--- src/rtl/reorder_buffer.sv ---
// Reorder buffer: in-order retirement of out-of-order completing instructions.
// Latency: a writeback is visible to commit/flush on the following cycle; commit is combinational from state.
// Backpressure: disp_ready drops when full or flushing; a same-cycle commit does not open a slot.
// Optional feature: define ROB_LOOKUP_EN to add the youngest-producer operand lookup port (lk_*).
module reorder_buffer #(
  parameter int DEPTH = 8,
  parameter int XLEN  = 32,
  parameter int TAGW  = $clog2(DEPTH)
) (
  input  logic            clk,
  input  logic            reset,
  input  logic            disp_valid,
  output logic            disp_ready,
  input  logic [4:0]      disp_rd,
  input  logic            disp_wen,
  input  logic [XLEN-1:0] disp_pc,
  output logic [TAGW-1:0] disp_tag,
  input  logic            wb_valid,
  input  logic [TAGW-1:0] wb_tag,
  input  logic [XLEN-1:0] wb_data,
  input  logic            wb_exc,
  output logic            cmt_valid,
  output logic [4:0]      cmt_rd,
  output logic            cmt_wen,
  output logic [XLEN-1:0] cmt_data,
  output logic [XLEN-1:0] cmt_pc,
  output logic            flush_valid,
  output logic [XLEN-1:0] flush_pc,
  output logic [TAGW:0]   count
`ifdef ROB_LOOKUP_EN
  ,
  input  logic [4:0]      lk_rs,
  output logic            lk_hit,
  output logic            lk_done,
  output logic [TAGW-1:0] lk_tag,
  output logic [XLEN-1:0] lk_data
`endif
);

  // Per-entry state, indexed by tag
  logic [DEPTH-1:0] r_vld;
  logic [DEPTH-1:0] r_done;
  logic [DEPTH-1:0] r_exc;
  logic [DEPTH-1:0] r_wen;
  logic [4:0]       r_rd   [DEPTH];
  logic [XLEN-1:0]  r_pc   [DEPTH];
  logic [XLEN-1:0]  r_data [DEPTH];

  logic [TAGW-1:0]  r_head;
  logic [TAGW-1:0]  r_tail;
  logic [TAGW:0]    r_count;

  logic w_head_fire;
  logic w_commit;
  logic w_flush;
  logic w_disp;
  logic w_full;

  assign w_head_fire = r_vld[r_head] & r_done[r_head];
  assign w_commit    = w_head_fire & ~r_exc[r_head];
  assign w_flush     = w_head_fire &  r_exc[r_head];
  assign w_full      = (r_count == (TAGW+1)'(DEPTH));
  // Reset gates ready directly so it reads 0 while reset is held
  assign disp_ready  = ~reset & ~w_full & ~w_flush;
  assign w_disp      = disp_valid & disp_ready;

  assign disp_tag    = r_tail;
  assign count       = r_count;
  assign cmt_valid   = w_commit;
  assign cmt_rd      = w_commit ? r_rd[r_head]   : '0;
  assign cmt_wen     = w_commit ? r_wen[r_head]  : 1'b0;
  assign cmt_data    = w_commit ? r_data[r_head] : '0;
  assign cmt_pc      = w_commit ? r_pc[r_head]   : '0;
  assign flush_valid = w_flush;
  assign flush_pc    = w_flush ? r_pc[r_head] : '0;

  // Dispatch at tail, writeback by tag, retire/flush at head, occupancy tracking
  always_ff @(posedge clk or posedge reset) begin
    if (reset) begin
      r_vld   <= '0;
      r_done  <= '0;
      r_exc   <= '0;
      r_wen   <= '0;
      r_head  <= '0;
      r_tail  <= '0;
      r_count <= '0;
      for (int i = 0; i < DEPTH; i++) begin
        r_rd[i]   <= '0;
        r_pc[i]   <= '0;
        r_data[i] <= '0;
      end
    end else if (w_flush) begin
      // Faulting head squashes everything younger; writebacks this cycle are moot
      r_vld   <= '0;
      r_done  <= '0;
      r_exc   <= '0;
      r_head  <= '0;
      r_tail  <= '0;
      r_count <= '0;
    end else begin
      if (wb_valid && r_vld[wb_tag]) begin
        r_done[wb_tag] <= 1'b1;
        r_exc[wb_tag]  <= wb_exc;
        r_data[wb_tag] <= wb_data;
      end
      // Tail slot is never valid when dispatch is allowed, so no clash with writeback
      if (w_disp) begin
        r_vld[r_tail]  <= 1'b1;
        r_done[r_tail] <= 1'b0;
        r_exc[r_tail]  <= 1'b0;
        r_wen[r_tail]  <= disp_wen;
        r_rd[r_tail]   <= disp_rd;
        r_pc[r_tail]   <= disp_pc;
        r_tail         <= r_tail + TAGW'(1);
      end
      if (w_commit) begin
        r_vld[r_head]  <= 1'b0;
        r_done[r_head] <= 1'b0;
        r_head         <= r_head + TAGW'(1);
      end
      case ({w_disp, w_commit})
        2'b10:   r_count <= r_count + (TAGW+1)'(1);
        2'b01:   r_count <= r_count - (TAGW+1)'(1);
        default: r_count <= r_count;
      endcase
    end
  end

`ifdef ROB_LOOKUP_EN
  logic [TAGW-1:0] w_lk_idx;

  // Walk oldest to youngest so the last match (youngest producer) wins
  always_comb begin
    lk_hit   = 1'b0;
    lk_done  = 1'b0;
    lk_tag   = '0;
    lk_data  = '0;
    w_lk_idx = '0;
    for (int i = 0; i < DEPTH; i++) begin
      w_lk_idx = r_head + TAGW'(i);
      if (r_vld[w_lk_idx] && r_wen[w_lk_idx] && (r_rd[w_lk_idx] == lk_rs) && (lk_rs != 5'd0)) begin
        lk_hit  = 1'b1;
        lk_done = r_done[w_lk_idx];
        lk_tag  = w_lk_idx;
        lk_data = r_data[w_lk_idx];
      end
    end
  end
`endif

endmodule
--- config.mk ---
export PLATFORM = sky130hd
export DESIGN_NAME = reorder_buffer
export DESIGN_NICKNAME = d
export VERILOG_FILES = /design/src/rtl/reorder_buffer.sv
export SDC_FILE = /design/constraint.sdc
export NUM_CORES = 1
export LEC_CHECK = 0
export BUFFER_PORTS_ARGS = -buffer_cell sky130_fd_sc_hd__buf_2
export CORE_ASPECT_RATIO = 1.5
export CORE_MARGIN = 2
export CORE_UTILIZATION = 40
export CTS_BUF_LIST = sky130_fd_sc_hd__clkbuf_4
export DETAILED_ROUTE_END_ITERATION = 8
export HOLD_SLACK_MARGIN = 0.1
export SETUP_SLACK_MARGIN = 0.1
export SYNTH_ARGS = -nofsm -noshare
export SYNTH_HDL_FRONTEND = slang
export SYNTH_SLANG_ARGS = --single-unit
export TNS_END_PERCENT = 50
--- constraint.sdc ---
create_clock -name clk -period 23.8 [get_ports clk]
set_input_delay 2.38 -clock clk [delete_from_list [all_inputs] [get_ports clk]]
set_output_delay 2.38 -clock clk [all_outputs]
set_load 0.005 [all_outputs]
# Word-level counts from Yosys, hierarchy flattened
# Index checks and enable logic that the tools add are counted.
dict set report totals {
  rom_bits 0
  mem_bits_rw 0
  output_inout_bits 112
  latch_bits 0
  regBits 594
  mem_count 0
  word_cells 142
  in_bits 78
}
dict set report op_classes {
  shifts 0
  n_div 0
  n_bitwise 21
  eq_ne 3
  n_reduce_logical 11
  n_addsub 4
  n_mux 61
  magnitude_cmp 11
  multipliers 0
}
# operator n
set op_table {}
lappend op_table {{$bwmux 256} 2}
lappend op_table {{$mux 32} 9}
lappend op_table {{$bmux 32 s3} 2}
lappend op_table {{$demux 32 s3} 2}
lappend op_table {{$mux 8} 14}
lappend op_table {{$bwmux 40} 1}
lappend op_table {{$and 8x8->8} 4}
lappend op_table {{$mux 5} 4}
lappend op_table {{$bwmux 8} 2}
lappend op_table {{$not 8->8} 2}
lappend op_table {{$or 8x8->8} 2}
lappend op_table {{$bmux 1 s3} 5}
lappend op_table {{$bmux 5 s3} 1}
lappend op_table {{$demux 5 s3} 1}
lappend op_table {{$ge 4x4->1 const B} 3}
lappend op_table {{$lt 3x4->1 const B} 3}
lappend op_table {{$mux 3} 4}
lappend op_table {{$not 3->4} 3}
lappend op_table {{$demux 1 s3} 3}
lappend op_table {{$ge 3x1->1 const B} 3}
lappend op_table {{$mux 1} 9}
lappend op_table {{$lt 4x1->1 const B} 2}
lappend op_table {{$pmux 4 s2} 1}
lappend op_table {{$add 3x1->3 const B} 2}
lappend op_table {{12 further kinds} 27}

# Longest topological paths before layout
dict set report logic_depth {
  depth_word 13
  depth_mapped 14
  depth_no_buf 11
}

# Least setup slack after synthesis
# OpenSTA, ideal clock, no wires.
dict set report synth_timing {
  kind {input to output}
  start {in reset}
  end {out disp_ready}
  stages 1
  path_slack_ns 18.836
  t_required_ns 21.420
  t_arrival_ns 2.584
  path_buffers 0
  path_cell_list {nor3_1}
}
dict set report synth_between {
  elab_chain_cells 3
}
# element line_no
set synth_lines {}
lappend synth_lines {{from (decl)} 11} ;# input logic reset,
lappend synth_lines {{$not 1->1} 64} ;# assign disp_ready = ~reset & ~w_full & ~w_flush;
lappend synth_lines {{$and 1x1->1 (2 in a row)} 64}
lappend synth_lines {{to (decl)} 13} ;# output logic disp_ready,
# No other way between the ends.

# Worst setup path in the final report
dict set report layout_timing {
  start {reg r_head[0]}
  end {out cmt_data[29]}
}
dict set report layout_between {
  elab_chain_cells 5
  word_cells_on_any_way 14
  cone_classes {10 x mux; 4 x bitwise}
}
# element line_no
set layout_lines {}
lappend layout_lines {{from (decl)} 49} ;# logic [TAGW-1:0] r_head;
lappend layout_lines {{from (signal assigned)} 119} ;# r_head <= r_head + TAGW'(1);
lappend layout_lines {{$bmux 1 s3, or another cell as far along} 59} ;# assign w_head_fire = r_vld[r_head] & r_done[r_head];
lappend layout_lines {{$mux 1 (implied by the code), or another cell as far along} 59}
lappend layout_lines {{$and 1x1->1, or another cell as far along} 59}
lappend layout_lines {{$and 1x1->1 / $mux 32 (equally long branches)} {60, 72}}
lappend layout_lines {{$mux 32 *} 72} ;# assign cmt_data = w_commit ? r_data[r_head] : '0;
lappend layout_lines {{to (decl)} 25} ;# output logic [XLEN-1:0] cmt_data,
# Mark *: on every way between the ends. The rest lies on a longest branch, timed or not. The select of a mux whose other input is x is not followed.

==> flow_summary_export.csv <==
group,metric,value,unit
run_status,outcome,"finished clean",
detailed_routing,wirelength,66700,um
power,power_density,130.1,nW/um^2
synth,synth_area_per_cell,15.21,um^2
worst_setup_path,crit_family,"buffers and inverters",
die,fp.dieW,217.7,um
worst_setup_path,cp_cell_sequence,"buf_4 -> buf_4 -> nand3b_1 -> nand3_1 -> and4_1 -> nand3_4 -> buf_4 -> a2111oi_0 -> buf_2",
clock_network,cts_sinks,594,
synth,synth-seq-cells,594,
die,io_pins,190,
global_route,grt_overflow,0,
worst_setup_path,crit_buf_inv,4,
synth,yosysWarnings,0,
synth,ys_types,60,
layout,layout_commonest_cell,"dfrtp_1",
worst_setup_path,cp.required,21.42,ns
clock_network,h-tree-depth,4,
sta,setup_viol,0,
die,start_util,40.41,%
die,die_y,324.5,um
global_route,grt.total_usage,19.44,%
worst_setup_path,critPathSlowestCell,"dfrtp_4",
layout,final_cell_area,30760,um^2
sta,rsz0062_at_grt,"no",
sta,fmax,0.1236,GHz
power,power.total,0.004000,W
global_route,grt_first_pass_wirelength,104400,um
clock_network,cts_setup_buffers,0,
synth,synth_async_sr_flop_share,100.0,%
clock_network,clock_latency,0.96,ns
worst_setup_path,crit_top_cell,"buf_4",
sta,slew_violations,0,
die,rows,117,
sta,fin_crit,8.087,ns
layout,utilization,45.38,%
clock_network,cts-resized-gates,0,
layout,layout_common_cells,"dfrtp_1, mux2_2, clkbuf_4, buf_2, mux4_2",
layout,layout-drive-gt1-share,52.60,%
power,p_leak,13.77,nW
placement,gp_congestion,0.8415,
detailed_routing,drt_pre_antenna_iters,4,
detailed_routing,wire_per_inst,22.04,um
placement,dpl-instance-area,28970,um^2
worst_setup_path,cp-start-kind,"flip-flop",
flow_run,maxCapViolations,0,
detailed_routing,drtAntennaViolNets,0,
detailed_routing,vias_per_cell,5.422,
worst_setup_path,crit_arrival,5.71,ns
placement,numPortBuffers,189,
placement,hpwl,39140,um
synth,synth_edf_count,0,
worst_setup_path,cp_slowest_stage_delay,0.93,ns
worst_hold_path,hp-class,"flip-flop to flip-flop",
detailed_routing,vias,16410,
worst_setup_path,criticalPathCategory,"flip-flop to primary output",
clock_network,cts_root_buf,"clkbuf_4",
sta,max_slew_margin,24.78,%
synth,synth_ff_type,"dfrtp_1",
global_route,grt_max_degree,186,
global_route,antenna_found_initial,10,
power,peakVddDrop,0.06170,mV
clock_network,cts.clk_slew.worst_paths,0.06,ns
clock_network,clk_path_buf_depth,3,
worst_setup_path,cp-end-kind,"primary output",
sta,fin_skew,0.03742,ns
sta,finalHoldViolCount,0,
synth,synth.net_count,1883,
clock_network,cts_buffers,149,
sta,period_share,33.98,%
die,die_area,70620,um^2
synth,yosysSeqAreaShare,54.27,%
layout,nets,2125,
clock_network,cts_tree,"built",
sta,worst_pin_slew,1.124,ns
worst_setup_path,cp_max_fo,65,
synth,syn_inst,1801,
detailed_routing,drc,0,
die,core_area,67780,um^2
synth,netlist_area,27390,um^2
clock_network,cts_hold_buf,0,
detailed_routing,drt_iter0_drc,631,
global_route,grt_pass1_vias,18020,
layout,area_delta_synth_final,12.30,%
sta,final.setup.tns,0,ns
-- cell type report --
class	count	area (um^2)
Clock buffer	220	1652
Antenna cell	3	7.507
Sequential cell	594	14880
Clock inverter	19	132.6
Inverter	6	30.03
Fill cell	6156	37020
Multi-Input combinational cell	1081	11820
Tap cell	892	1116
Timing Repair Buffer	211	1124
-- final timing paths --
kind,slack [ns],depth (start not counted),endpoint,from
hold / removal,0.49,1,r_data[162],r_data[162]
setup / recovery,15.71,9,cmt_data[29],r_head[0]
setup reg to reg,18.04,9,r_data[152],r_head[0]
min in group asynchronous,1.59,2,count[0],reset
max in group asynchronous,19.66,4,r_data[13],reset
hold reg to reg,0.49,1,r_data[162],r_data[162]
-- cell families after synthesis --
kind of cell	Yosys count	share of synthesized area, %
flip-flops	594	54.27
XOR/XNOR	6	0.1919
multiplexers	783	37.11
AND/OR/NAND/NOR	230	3.970
AO/OA/AOI/OAI	58	1.590
buffers and inverters	126	2.677
adder cells (fa/ha/maj)	4	0.1827
-- through the flow --
| step | hold slack, ns | instances | setup WS (ns) |
|---|---|---|---|
| 2_1_floorplan | 0.4587 | 1801 | 4.795 |
| 3_3_place_gp | 0.4676 | 2784 | 16.56 |
| 3_5_place_dp | 0.4755 | 2784 | 16.43 |
| 4_1_cts | 0.4898 | 3023 | 15.32 |
| 5_1_grt | 0.5034 | 3024 | 14.98 |
| 6_report | 0.4854 | 3026 | 15.71 |
-- power breakdown --
part	total (W)	switching (W)	internal, W	leakage (nW)
logic	0.00143	0.000637	0.000790	5.25
registers	0.00174	0.000261	0.00148	7.44
clock network	0.000835	0.000397	0.000438	1.08
total	0.00400	0.00129	0.00271	13.8
-- Yosys cell counts (all sizes together) (2+ instances only) --
| master | instances | area share [%] |
|---|---|---|
| and2 | 2 | 0.046 |
| buf | 92 | 2.2 |
| o22ai | 2 | 0.046 |
| nor4 | 6 | 0.16 |
| nor3b | 3 | 0.082 |
| nor2b | 7 | 0.16 |
| nand2 | 39 | 0.71 |
| nand3 | 7 | 0.19 |
| inv | 6 | 0.082 |
| nor2 | 129 | 1.8 |
| clkbuf | 28 | 0.38 |
| dfrtp | 594 | 54 |
| nor3 | 20 | 0.37 |
| nand3b | 5 | 0.14 |
| a22o | 7 | 0.22 |
| nand2b | 4 | 0.091 |
| o21a | 2 | 0.055 |
| mux4 | 130 | 11 |
| a211oi | 5 | 0.14 |
| xor2 | 3 | 0.096 |
| xnor2 | 3 | 0.096 |
| a2111oi | 6 | 0.21 |
| mux2i | 93 | 3.4 |
| mux2 | 560 | 23 |
| o21ai | 14 | 0.26 |
| ha | 4 | 0.18 |
| a21oi | 8 | 0.15 |
| a221o | 2 | 0.073 |
-- state kept, by name, indices dropped and copies added, names as in the netlist --
register	cells
count	4
disp_tag	3
r_data	256
r_done	8
r_exc	8
r_head	3
r_pc	256
r_rd	40
r_vld	8
r_wen	8
-- worst register-to-register path: cells and delay by family, from the launching register on --
kind,cells,cell delay [ns]
flip-flops,1,0.93
multiplexers,1,0.59
AND/OR/NAND/NOR,5,1.73
buffers and inverters,3,2.42
-- per-layer routing --
| layer | GRT usage, % | vias up | part of all wire (%) |
|---|---|---|---|
| li1 | - | 7224 | - |
| met1 | 22.79 | 8657 | 41 |
| met2 | 34.19 | 378 | 52 |
| met3 | 4.279 | 139 | 3.9 |
| met4 | 8.041 | 8 | 2.9 |
| met5 | 0 | - | 0.087 |
Power figures use the tool's default switching activity.
